===== src/rtl/iomem_stream_fifo_pkg.sv =====
// Register map and bit positions shared by the iomem stream FIFO top and its bench.
package iomem_stream_fifo_pkg;

   localparam logic [7:0] REG_DATA   = 8'h00;
   localparam logic [7:0] REG_STATUS = 8'h04;
   localparam logic [7:0] REG_CTRL   = 8'h08;

   localparam int unsigned DATA_VALID = 31;

   localparam int unsigned STAT_OVF   = 31;
   localparam int unsigned STAT_FULL  = 17;
   localparam int unsigned STAT_EMPTY = 16;

   localparam int unsigned CTRL_EN      = 0;
   localparam int unsigned CTRL_IRQEN   = 1;
   localparam int unsigned CTRL_FLUSH   = 2;
   localparam int unsigned CTRL_THR_LSB = 16;

endpackage


===== src/rtl/stream_fifo_core.sv =====
// Byte FIFO core: wrapping pointers, level counter, dual-port storage, push/pop/flush.
module stream_fifo_core #(
   parameter int unsigned DEPTH = 512,
   localparam int unsigned AW = $clog2(DEPTH),
   localparam int unsigned LW = AW + 1
) (
   input  logic          clk,
   input  logic          reset,
   input  logic          push_i,
   input  logic          pop_i,
   input  logic          flush_i,
   input  logic [7:0]    wdata_i,
   output logic [7:0]    rdata_o,
   output logic [LW-1:0] level_o,
   output logic          full_o,
   output logic          empty_o
);

   logic [7:0]    mem_q [DEPTH];
   logic [AW-1:0] wr_ptr_q, wr_ptr_d;
   logic [AW-1:0] rd_ptr_q, rd_ptr_d;
   logic [LW-1:0] level_q, level_d;
   logic          push_ok, pop_ok;

   assign full_o  = (level_q == LW'(DEPTH));
   assign empty_o = (level_q == '0);
   assign level_o = level_q;
   assign rdata_o = mem_q[rd_ptr_q];

   // A full FIFO still accepts a byte when the head leaves in the same cycle.
   assign pop_ok  = pop_i && !empty_o;
   assign push_ok = push_i && (!full_o || pop_ok) && !flush_i;

   always_comb begin
      wr_ptr_d = wr_ptr_q;
      rd_ptr_d = rd_ptr_q;
      level_d  = level_q;
      if (flush_i) begin
         wr_ptr_d = '0;
         rd_ptr_d = '0;
         level_d  = '0;
      end else begin
         if (push_ok) wr_ptr_d = wr_ptr_q + 1'b1;
         if (pop_ok)  rd_ptr_d = rd_ptr_q + 1'b1;
         case ({push_ok, pop_ok})
            2'b10:   level_d = level_q + 1'b1;
            2'b01:   level_d = level_q - 1'b1;
            default: level_d = level_q;
         endcase
      end
   end

   always_ff @(posedge clk) begin
      if (reset) begin
         wr_ptr_q <= '0;
         rd_ptr_q <= '0;
         level_q  <= '0;
      end else begin
         wr_ptr_q <= wr_ptr_d;
         rd_ptr_q <= rd_ptr_d;
         level_q  <= level_d;
      end
   end

   always_ff @(posedge clk) begin
      if (push_ok) mem_q[wr_ptr_q] <= wdata_i;
   end

endmodule


===== src/rtl/iomem_stream_fifo.sv =====
// iomem slave exposing a camera byte-stream FIFO as DATA/STATUS/CTRL registers.
// Define IOMEM_STREAM_FIFO_IRQ_EN to build the threshold/overflow interrupt.
module iomem_stream_fifo
   import iomem_stream_fifo_pkg::*;
#(
   parameter logic [31:0] BASE_ADDR = 32'h0300_0000,
   parameter int unsigned DEPTH     = 512
) (
   input  logic        clk,
   input  logic        reset,
   input  logic        iomem_valid,
   output logic        iomem_ready,
   input  logic [3:0]  iomem_wstrb,
   input  logic [31:0] iomem_addr,
   input  logic [31:0] iomem_wdata,
   output logic [31:0] iomem_rdata,
   input  logic        s_valid,
   input  logic [7:0]  s_data,
   output logic        irq
);

   localparam int unsigned LW = $clog2(DEPTH) + 1;

   logic          ready_q;
   logic [31:0]   rdata_q, rdata_d;
   logic          ovf_q, ovf_d;
   logic          ctrl_en_q;
   logic          ctrl_irqen;
   logic [15:0]   thr;
   logic          hit, req, rd_req, wr_req;
   logic [7:0]    offset;
   logic          pop, push, flush, ovf_set, ovf_clr, ctrl_wr;
   logic [7:0]    head;
   logic [LW-1:0] level;
   logic [15:0]   level16;
   logic          full, empty;
   logic          unused_bits;

   assign hit    = (iomem_addr[31:8] == BASE_ADDR[31:8]);
   assign offset = iomem_addr[7:0];
   // ready_q blocks a second decode of the request still held during its ack cycle.
   assign req    = iomem_valid && hit && !ready_q;
   assign rd_req = req && (iomem_wstrb == 4'b0000);
   assign wr_req = req && (iomem_wstrb != 4'b0000);

   assign pop     = rd_req && (offset == REG_DATA) && !empty;
   assign ctrl_wr = wr_req && (offset == REG_CTRL);
   assign flush   = ctrl_wr && iomem_wstrb[0] && iomem_wdata[CTRL_FLUSH];
   assign ovf_clr = wr_req && (offset == REG_STATUS) && iomem_wstrb[3] && iomem_wdata[STAT_OVF];
   assign push    = s_valid && ctrl_en_q && !flush;
   assign ovf_set = push && full && !pop;
   assign ovf_d   = ovf_set ? 1'b1 : (ovf_clr ? 1'b0 : ovf_q);
   assign level16 = 16'(level);

   assign iomem_ready = ready_q;
   assign iomem_rdata = rdata_q;
   assign unused_bits = ^{iomem_wdata, iomem_wstrb};

   stream_fifo_core #(
      .DEPTH (DEPTH)
   ) u_core (
      .clk     (clk),
      .reset   (reset),
      .push_i  (push),
      .pop_i   (pop),
      .flush_i (flush),
      .wdata_i (s_data),
      .rdata_o (head),
      .level_o (level),
      .full_o  (full),
      .empty_o (empty)
   );

   always_comb begin
      rdata_d = '0;
      case (offset)
         REG_DATA: begin
            if (!empty) begin
               rdata_d[DATA_VALID] = 1'b1;
               rdata_d[7:0]        = head;
            end
         end
         REG_STATUS: begin
            rdata_d[STAT_OVF]   = ovf_q;
            rdata_d[STAT_FULL]  = full;
            rdata_d[STAT_EMPTY] = empty;
            rdata_d[15:0]       = level16;
         end
         REG_CTRL: begin
            rdata_d[CTRL_EN]           = ctrl_en_q;
            rdata_d[CTRL_IRQEN]        = ctrl_irqen;
            rdata_d[31:CTRL_THR_LSB]   = thr;
         end
         default: rdata_d = '0;
      endcase
   end

   always_ff @(posedge clk) begin
      if (reset) begin
         ready_q   <= 1'b0;
         rdata_q   <= '0;
         ovf_q     <= 1'b0;
         ctrl_en_q <= 1'b0;
      end else begin
         ready_q <= req;
         rdata_q <= rd_req ? rdata_d : '0;
         ovf_q   <= ovf_d;
         if (ctrl_wr && iomem_wstrb[0]) ctrl_en_q <= iomem_wdata[CTRL_EN];
      end
   end

`ifdef IOMEM_STREAM_FIFO_IRQ_EN
   logic        ctrl_irqen_q;
   logic [15:0] thr_q;
   logic        irq_q;

   assign ctrl_irqen = ctrl_irqen_q;
   assign thr        = thr_q;
   assign irq        = irq_q;

   always_ff @(posedge clk) begin
      if (reset) begin
         ctrl_irqen_q <= 1'b0;
         thr_q        <= '0;
         irq_q        <= 1'b0;
      end else begin
         if (ctrl_wr && iomem_wstrb[0]) ctrl_irqen_q <= iomem_wdata[CTRL_IRQEN];
         if (ctrl_wr && iomem_wstrb[2]) thr_q[7:0]   <= iomem_wdata[CTRL_THR_LSB +: 8];
         if (ctrl_wr && iomem_wstrb[3]) thr_q[15:8]  <= iomem_wdata[CTRL_THR_LSB + 8 +: 8];
         irq_q <= ctrl_irqen_q && ((level16 >= thr_q) || ovf_q);
      end
   end
`else
   assign ctrl_irqen = 1'b0;
   assign thr        = '0;
   assign irq        = 1'b0;
`endif

endmodule


===== config.mk =====
export PLATFORM = sky130hd
export DESIGN_NAME = iomem_stream_fifo
export DESIGN_NICKNAME = d
export VERILOG_FILES = /design/src/rtl/iomem_stream_fifo_pkg.sv /design/src/rtl/stream_fifo_core.sv /design/src/rtl/iomem_stream_fifo.sv
export SDC_FILE = /design/constraint.sdc
export NUM_CORES = 2
export LEC_CHECK = 0
export BUFFER_PORTS_ARGS = -buffer_cell sky130_fd_sc_hd__buf_2
export CORE_ASPECT_RATIO = 0.75
export CORE_MARGIN = 2
export CORE_UTILIZATION = 40
export CTS_BUF_LIST = sky130_fd_sc_hd__clkbuf_2
export CTS_CLUSTER_DIAMETER = 30
export DETAILED_ROUTE_END_ITERATION = 7
export SLEW_MARGIN = 20
export SYNTH_ARGS = -nofsm -noshare
export SYNTH_HDL_FRONTEND = slang
export SYNTH_SLANG_ARGS = --single-unit

===== constraint.sdc =====
create_clock -name clk -period 6.35 [get_ports clk]
set_clock_uncertainty 0.2 [all_clocks]
set_input_delay 0.635 -clock clk [delete_from_list [all_inputs] [get_ports clk]]
set_output_delay 0.635 -clock clk [all_outputs]
set_load 0.01 [all_outputs]

Word-level counts from Yosys, hierarchy flattened --
Memories as Yosys holds them, arrays and structs flattened. A register that Yosys moved wholly into a read port is not among the register bits. Index checks and enable logic that the tools add are counted. Widths: inputs -> output; s select.
Storage, ports and cells: memories 1, register bits after elaboration 63, bits in writable memories 4096
Cells by class: reductions and logical operators 34, muxes and demuxes 12, equal/unequal tests 6, add/subtract/negate cells 4, bitwise gates (word level) 2
Memory list:
- u_core.mem_q | words 512, width 8, rd ports 1, clocked after memory_dff 1, wr ports 1, RTL line stream_fifo_core.sv:19 | logic [7:0] mem_q [DEPTH];
Operators with widths (count):
- $eq 24x18->1 const B | 1
- $pmux 10 s2 | 1
- $logic_and 1x1->1 | 19
- $add 9x1->9 const B | 2
- $mux 9 | 2
- $pmux 6 s2 | 1
- $add 10x1->10 const B | 1
- $eq 10x10->1 const B | 1
- $logic_not 10->1 | 1
- $sub 10x1->10 const B | 1
- $eq 8x3->1 const B | 1
- $eq 8x4->1 const B | 1
- $logic_not 8->1 | 1
- $mux 8 | 1
- $pmux 2 s3 | 1
- $logic_not 1->1 | 5
- $mux 1 | 5
- $logic_not 4->1 | 1
- $reduce_bool 2->1 | 2
- $reduce_bool 4->1 | 1
- $reduce_or 2->1 | 2
- $reduce_or 3->1 | 1
- $eq 2x1->1 const B | 1
- $eq 2x2->1 const B | 1
- other kinds (3) | 4

Logic depth before layout (Yosys ltp) --
depth in word-level cells 13, depth in mapped cells 20, mapped depth without buffers 16

Modules after synthesis --
From an unflattened synthesis, not the netlist that was laid out.
Unflattened totals: cells, all modules 8406, area, all modules 164131.2 um2
Modules (own cells, without submodules):
- stream_fifo_core | cells an instance 8299, area each 163240.3 um2, instances 1, sequential area each 123738.7 um2
- iomem_stream_fifo | cells an instance 107, area each 890.9 um2, instances 1, sequential area each 320.3 um2

Worst setup path after synthesis --
OpenSTA, ideal clock, no wires.
path type input-to-reg, from input port iomem_addr[14], to register u_core.level_q[8] (netlist: u_core.level_o[8]), data required time 6033 ps, path slack 1457 ps, stages on the path 19, arrival time 4576 ps, path buffers 3, cell sequence nor4b_1 nand4_1 nor4_2 a21o_1 nor2_2 buf_6 inv_1 ha_1 clkbuf_1 clkbuf_1 xor2_1 ha_1 a21oi_1 o21ai_0 a221oi_1 o21ai_0 a222oi_1 mux2i_1 nand2_1
Between the ends: word-level cells in the longest chain between the ends 13, elaborated cells between the ends (all ways) 21, classes of those cells eq/ne (3); mux (1); reduce/logical (17)
Ends and longest elaborated chain:
- from (decl) | RTL line iomem_stream_fifo.sv:14 | input logic [31:0] iomem_addr,
- $eq 24x18->1 * | RTL line iomem_stream_fifo.sv:39 | assign hit = (iomem_addr[31:8] == BASE_ADDR[31:8]);
- $logic_and 1x1->1 * (2 in a row) | RTL line iomem_stream_fifo.sv:42 | assign req = iomem_valid && hit && !ready_q;
- $logic_and 1x1->1 | RTL line iomem_stream_fifo.sv:44 | assign wr_req = req && (iomem_wstrb != 4'b0000);
- $logic_and 1x1->1 | RTL line iomem_stream_fifo.sv:47 | assign ctrl_wr = wr_req && (offset == REG_CTRL);
- $logic_and 1x1->1 (2 in a row) | RTL line iomem_stream_fifo.sv:48 | assign flush = ctrl_wr && iomem_wstrb[0] && iomem_wdata[CTRL_FLUSH];
- $logic_not 1->1 | RTL line stream_fifo_core.sv:32, iomem_stream_fifo.sv:50
- $logic_and 1x1->1 | RTL line iomem_stream_fifo.sv:50 | assign push = s_valid && ctrl_en_q && !flush;
- $logic_and 1x1->1 (2 in a row) | RTL line stream_fifo_core.sv:32 | assign push_ok = push_i && (!full_o || pop_ok) && !flush_i;
- $eq 2x1->1 / $eq 2x2->1 (equally long branches) | RTL line stream_fifo_core.sv:45 | case ({push_ok, pop_ok})
- $pmux 10 s2 / $reduce_bool 2->1 (equally long branches)
- to (signal assigned) | RTL line stream_fifo_core.sv:61 | level_q <= level_d;
- to (decl) | RTL line stream_fifo_core.sv:22 | logic [LW-1:0] level_q, level_d;
Every way passes the cells marked *; elsewhere a longest branch is shown, timed or not. A chain may end at the register's enable or synchronous reset.

Final worst setup path --
from input port iomem_addr[22], to register u_core.level_q[9] (netlist: u_core.level_o[9])
The elaborated chain is that of the path after synthesis.

==> results_tabular.tex <==
\begin{tabular}{lr}
\hline
Metric & Value \\
\hline
\multicolumn{2}{l}{\textbf{Drt}} \\
\quad Remaining DRCs & 0 \\
\quad WL per Instance & 30.7 µm \\
\quad Vias & 85369 \\
\quad Vias per cell & 5.80 \\
\quad Total wire length after detailed routing & 451 mm \\
\quad Detailed-router iteration count before antenna repair & 8 \\
\quad Number of routed nets with antenna violations & 0 \\
\quad Initial DRC count & 12024 \\
\multicolumn{2}{l}{\textbf{Setup path}} \\
\quad Critical path's most frequent cell & dlygate4sd3\_1 \\
\quad Crit-path max FO & 19 \\
\quad Setup slack of the most critical reg-to-reg path & 0.60 ns \\
\quad Worst Path Required & 8.05 ns \\
\quad Worst path arrival time & 7.84 ns \\
\quad Sort of element at the start of the critical path & input pin \\
\quad Cell chain of the critical path & dlygate4sd3\_1 > buf\_2 > dlygate4sd3\_1 > nor2\_1 > dlygate4sd3\_1 > nand4\_1 > dlygate4sd3\_1 > dlygate4sd3\_1 > nor4\_4 > a21o\_1 > dlygate4sd3\_1 > nor2\_2 > inv\_1 > ha\_2 > nor3b\_1 > o21ai\_1 > a2111oi\_4 > o41a\_1 > o21ai\_0 > a32o\_1 > mux2i\_1 > dlygate4sd3\_1 \\
\quad Critical Setup Path Class & input pin to flip-flop \\
\quad Worst setup path startpoint & iomem\_addr[22] \\
\quad Worst-path cell with the longest stage delay & dlygate4sd3\_1 \\
\quad Longest individual stage delay on the worst path & 0.70 ns \\
\quad Critical Path Sink Type & flip-flop \\
\quad Source of the worst register-to-register timing path & iomem\_ready \\
\multicolumn{2}{l}{\textbf{Global routing}} \\
\quad GRT Residual Overflow & 0 \\
\quad Total track usage & 21.6\% \\
\quad Via count of the first global-routing pass & 85400 \\
\quad Number of antenna violations at the first check in global routing & 36 \\
\quad Pin count of the biggest net entering global routing & 204 \\
\quad Global-route wire length before repair & 633 mm \\
\multicolumn{2}{l}{\textbf{Floorplanning}} \\
\quad Io pins & 114 \\
\quad Die height & 554 µm \\
\quad Starting density of the core & 40.1\% \\
\quad Standard cell core area & 403000 µm² \\
\quad Die Width & 738 µm \\
\quad Die footprint & 409000 µm² \\
\quad Site Rows & 202 \\
\multicolumn{2}{l}{\textbf{STA}} \\
\quad Final-layout setup total negative slack & 0 ns \\
\quad Setup violations, final & 0 \\
\quad Crit share post-route & 96.8\% \\
\quad Min Tclk post-route & 6.15 ns \\
\quad Number of pins exceeding their max-slew limit in the final report & 0 \\
\quad Fmax & 0.163 GHz \\
\quad Transition at the pin with the smallest max-transition slack & 1.20 ns \\
\quad Normalized max-slew margin & 18.2\% \\
\quad Final Hold Vio Count & 0 \\
\quad Final hold slack & 0.328 ns \\
\quad Final worst slack & 0.203 ns \\
\quad Setup repair after global routing missed its margin & false \\
\multicolumn{2}{l}{\textbf{Finish}} \\
\quad Total non-filler cell area in the finished layout & 178000 µm² \\
\quad Layout net count & 8728 \\
\quad Number of fill cells & 34766 \\
\quad Filler-free cell count of the finished design & 14728 \\
\quad Fraction of final layout cells with drive strength greater than 1 & 29.4\% \\
\quad Area Overhead vs Synth & 10.2\% \\
\multicolumn{2}{l}{\textbf{Clock tree}} \\
\quad Clock insertion delay at the later pin of the skew report & 2.02 ns \\
\quad \# clock sinks & 4149 \\
\quad Clock edge transition at the registers on the reported setup and hold paths & 0.12 ns \\
\quad Clock tree buffer depth & 4 \\
\quad Number of levels in the clock H-tree & 6 \\
\quad TritonCTS clock tree & built \\
\quad Root buffer cell & clkbuf\_2 \\
\quad Number of CTS-inserted buffers & 894 \\
\multicolumn{2}{l}{\textbf{Power and ir drop}} \\
\quad Part of the power in the clock network & 35.1\% \\
\quad Design internal power & 36.3 mW \\
\quad Switching power of the nets & 10.8 mW \\
\quad Switching power as a share of total power & 23.0\% \\
\quad Power per cell area & 265 nW/µm² \\
\quad Largest vdd supply drop & 162 µV \\
\quad Combinational share of power & 1.2\% \\
\quad Power share of the sequential group & 63.7\% \\
\quad Leakage power figure & 54.3 nW \\
\multicolumn{2}{l}{\textbf{Logic synthesis}} \\
\quad Flops \& latches, synth & 4149 \\
\quad Ranking of synthesized cells by area & edfxtp\_1 76\%, mux4\_2 13\%, mux2i\_1 2.5\% \\
\quad Number of flops mapped to enable cells by yosys & 4096 \\
\quad Library cells used by synthesis & 84 \\
\quad Area leader, netlist & edfxtp\_1 \\
\quad Proportion of netlist area held by the largest area contributor & 76.1\% \\
\quad Cell count after synthesis & 7802 \\
\quad Mean Syn Cell Area & 20.7 µm² \\
\quad Most common cell in the synthesized netlist & edfxtp\_1 \\
\quad Synthesis Warnings & 0 \\
\quad Proportion of synthesized flip-flops having asynchronous set or reset & 0\% \\
\quad Seq/Total Area, Yosys & 76.8\% \\
\quad Post-synthesis instance area & 162000 µm² \\
\quad Top cells by instance count after synthesis & 4096 x edfxtp\_1, 903 x mux4\_2, 601 x nor2\_1 \\
\quad Top flip-flop cell by instance count after synthesis & edfxtp\_1 \\
\multicolumn{2}{l}{\textbf{Placed design}} \\
\quad Number of cells in the design after placement & 13036 \\
\quad Placer congestion estimate & 0.841 \\
\quad Worst setup slack before clock tree synthesis & 1.00 ns \\
\quad Detailed Place HPWL & 271 mm \\
\quad Placed Area & 169000 µm² \\
\quad Port buffer count & 64 \\
\multicolumn{2}{l}{\textbf{Worst hold path}} \\
\quad Hold Path Class & flip-flop to flip-flop \\
\quad Hold path start & u\_core.rd\_ptr\_q[1] \\
\multicolumn{2}{l}{\textbf{Run}} \\
\quad Max-cap violations & 0 \\
\multicolumn{2}{l}{\textbf{Run status}} \\
\quad Run status & complete, no violations \\
\hline
\end{tabular}
-- what timing repair did --
| item | 4_1_cts | 5_1_grt |
|---|---|---|
| endpoints found under the setup margin | 0 | 4 |
| gates resized for setup | 0 | 3 |
| hold buffers | 113 | 0 |
| buffers inserted | 0 | 0 |
| hold endpoints to repair | 5928 | 0 |
-- worst paths after layout --
kind                       end  cells past startpoint
max reg2reg  u_core.level_o[9]                     17
min                  flip-flop                      2
min reg2reg          flip-flop                      2
max          u_core.level_o[9]                     22
-- final cells by class --
| cell class | instances | area, µm² | share of cell area, % |
|---|---|---|---|
| sequential | 4149 | 124000 | 69.7 |
| multi-input combinational | 3162 | 35000 | 19.6 |
| clock buffer | 1370 | 6860 | 3.85 |
| tap | 5406 | 6760 | 3.80 |
| timing repair buffer | 422 | 4100 | 2.30 |
| clock inverter | 194 | 1160 | 0.652 |
| inverter | 10 | 45.0 | 0.0253 |
| antenna | 15 | 37.5 | 0.0211 |
-- state kept, by name (all words and copies together), names as in the netlist, named ones only --
signal / flops
u_core.level_o: 10
ctrl_en_q: 1
iomem_rdata: 13
u_core.wr_ptr_q: 9
u_core.rd_ptr_q: 9
ovf_q: 1
iomem_ready: 1
u_core.mem_q: 4096
-- power groups by stage --
stage | registers, mW | clock network [mW] | logic, mW
after floorplan | 30.7 | 0 | 0.0208
after global placement | 30.7 | 0 | 0.486
after detailed placement | 30.7 | 0 | 0.522
after CTS | 30.0 | 16.9 | 0.570
after global routing | 30.0 | 18.2 | 0.611
final | 30.0 | 16.5 | 0.569
-- per-stage QoR --
stage	total power [mW]	utilization, %
after detailed placement	31.2	41.9
after global placement	31.1	41.8
after floorplan	30.7	-
after CTS	47.5	44.2
final	47.1	44.2
after global routing	48.8	44.2
-- layout by cell type, fill, tap and decap left out, types with 12 or more instances in the layout --
cell type | netlist | layout
nor2b_1 | 21 | 13
nand4_1 | 33 | 33
clkinv_2 | 0 | 16
inv_2 | 2 | 16
nand2_1 | 219 | 216
a221oi_1 | 26 | 26
a21oi_1 | 98 | 98
diode_2 | 0 | 15
bufinv_16 | 0 | 13
a22o_1 | 46 | 46
buf_2 | 204 | 56
dlygate4sd3_1 | 0 | 105
mux2_2 | 17 | 17
o21ai_0 | 54 | 53
conb_1 | 1 | 20
a22oi_1 | 215 | 215
dfxtp_1 | 53 | 47
nand2b_1 | 17 | 17
nand3_1 | 65 | 65
nor3_1 | 35 | 31
clkbuf_2 | 1 | 1370
buf_4 | 87 | 197
buf_12 | 0 | 46
a211o_1 | 12 | 12
a31oi_1 | 14 | 14
nor4_1 | 19 | 18
edfxtp_1 | 4096 | 4096
o211ai_1 | 20 | 20
mux4_2 | 903 | 903
o22ai_1 | 64 | 64
or3_1 | 13 | 13
mux2i_1 | 401 | 401
nor2_1 | 601 | 596
a211oi_1 | 38 | 38
clkinvlp_4 | 0 | 12
clkinv_1 | 2 | 134
-- routing by layer --
metal  track usage (%)  up-vias  part of all wire [%]
li1                  -    34582                     -
met1              31.5    45039                    42
met2              31.4     4985                    44
met3              6.13      741                    11
met4              6.94       22                   3.0
met5             0.412        -                 0.081
-- logic make-up after synthesis --
logic type / synth area share (%)
other: 0.00232
DFF: 76.8
and+or+nand+nor: 3.06
buffers and inverters: 1.76
xor gates and xnor gates: 0.108
AOI/OAI and AO/OA: 3.01
muxes: 15.2
adders and majority gates: 0.0697
-- worst max-delay path: cells and delay by family --
family                     cells  cell delay (ns)
AOI/OAI and AO/OA              6             1.42
adders and majority gates      1             0.41
buffers and inverters          9             4.28
muxes                          1             0.11
and+or+nand+nor                5             0.96
Note: power is estimated with default switching activity, not from simulation.
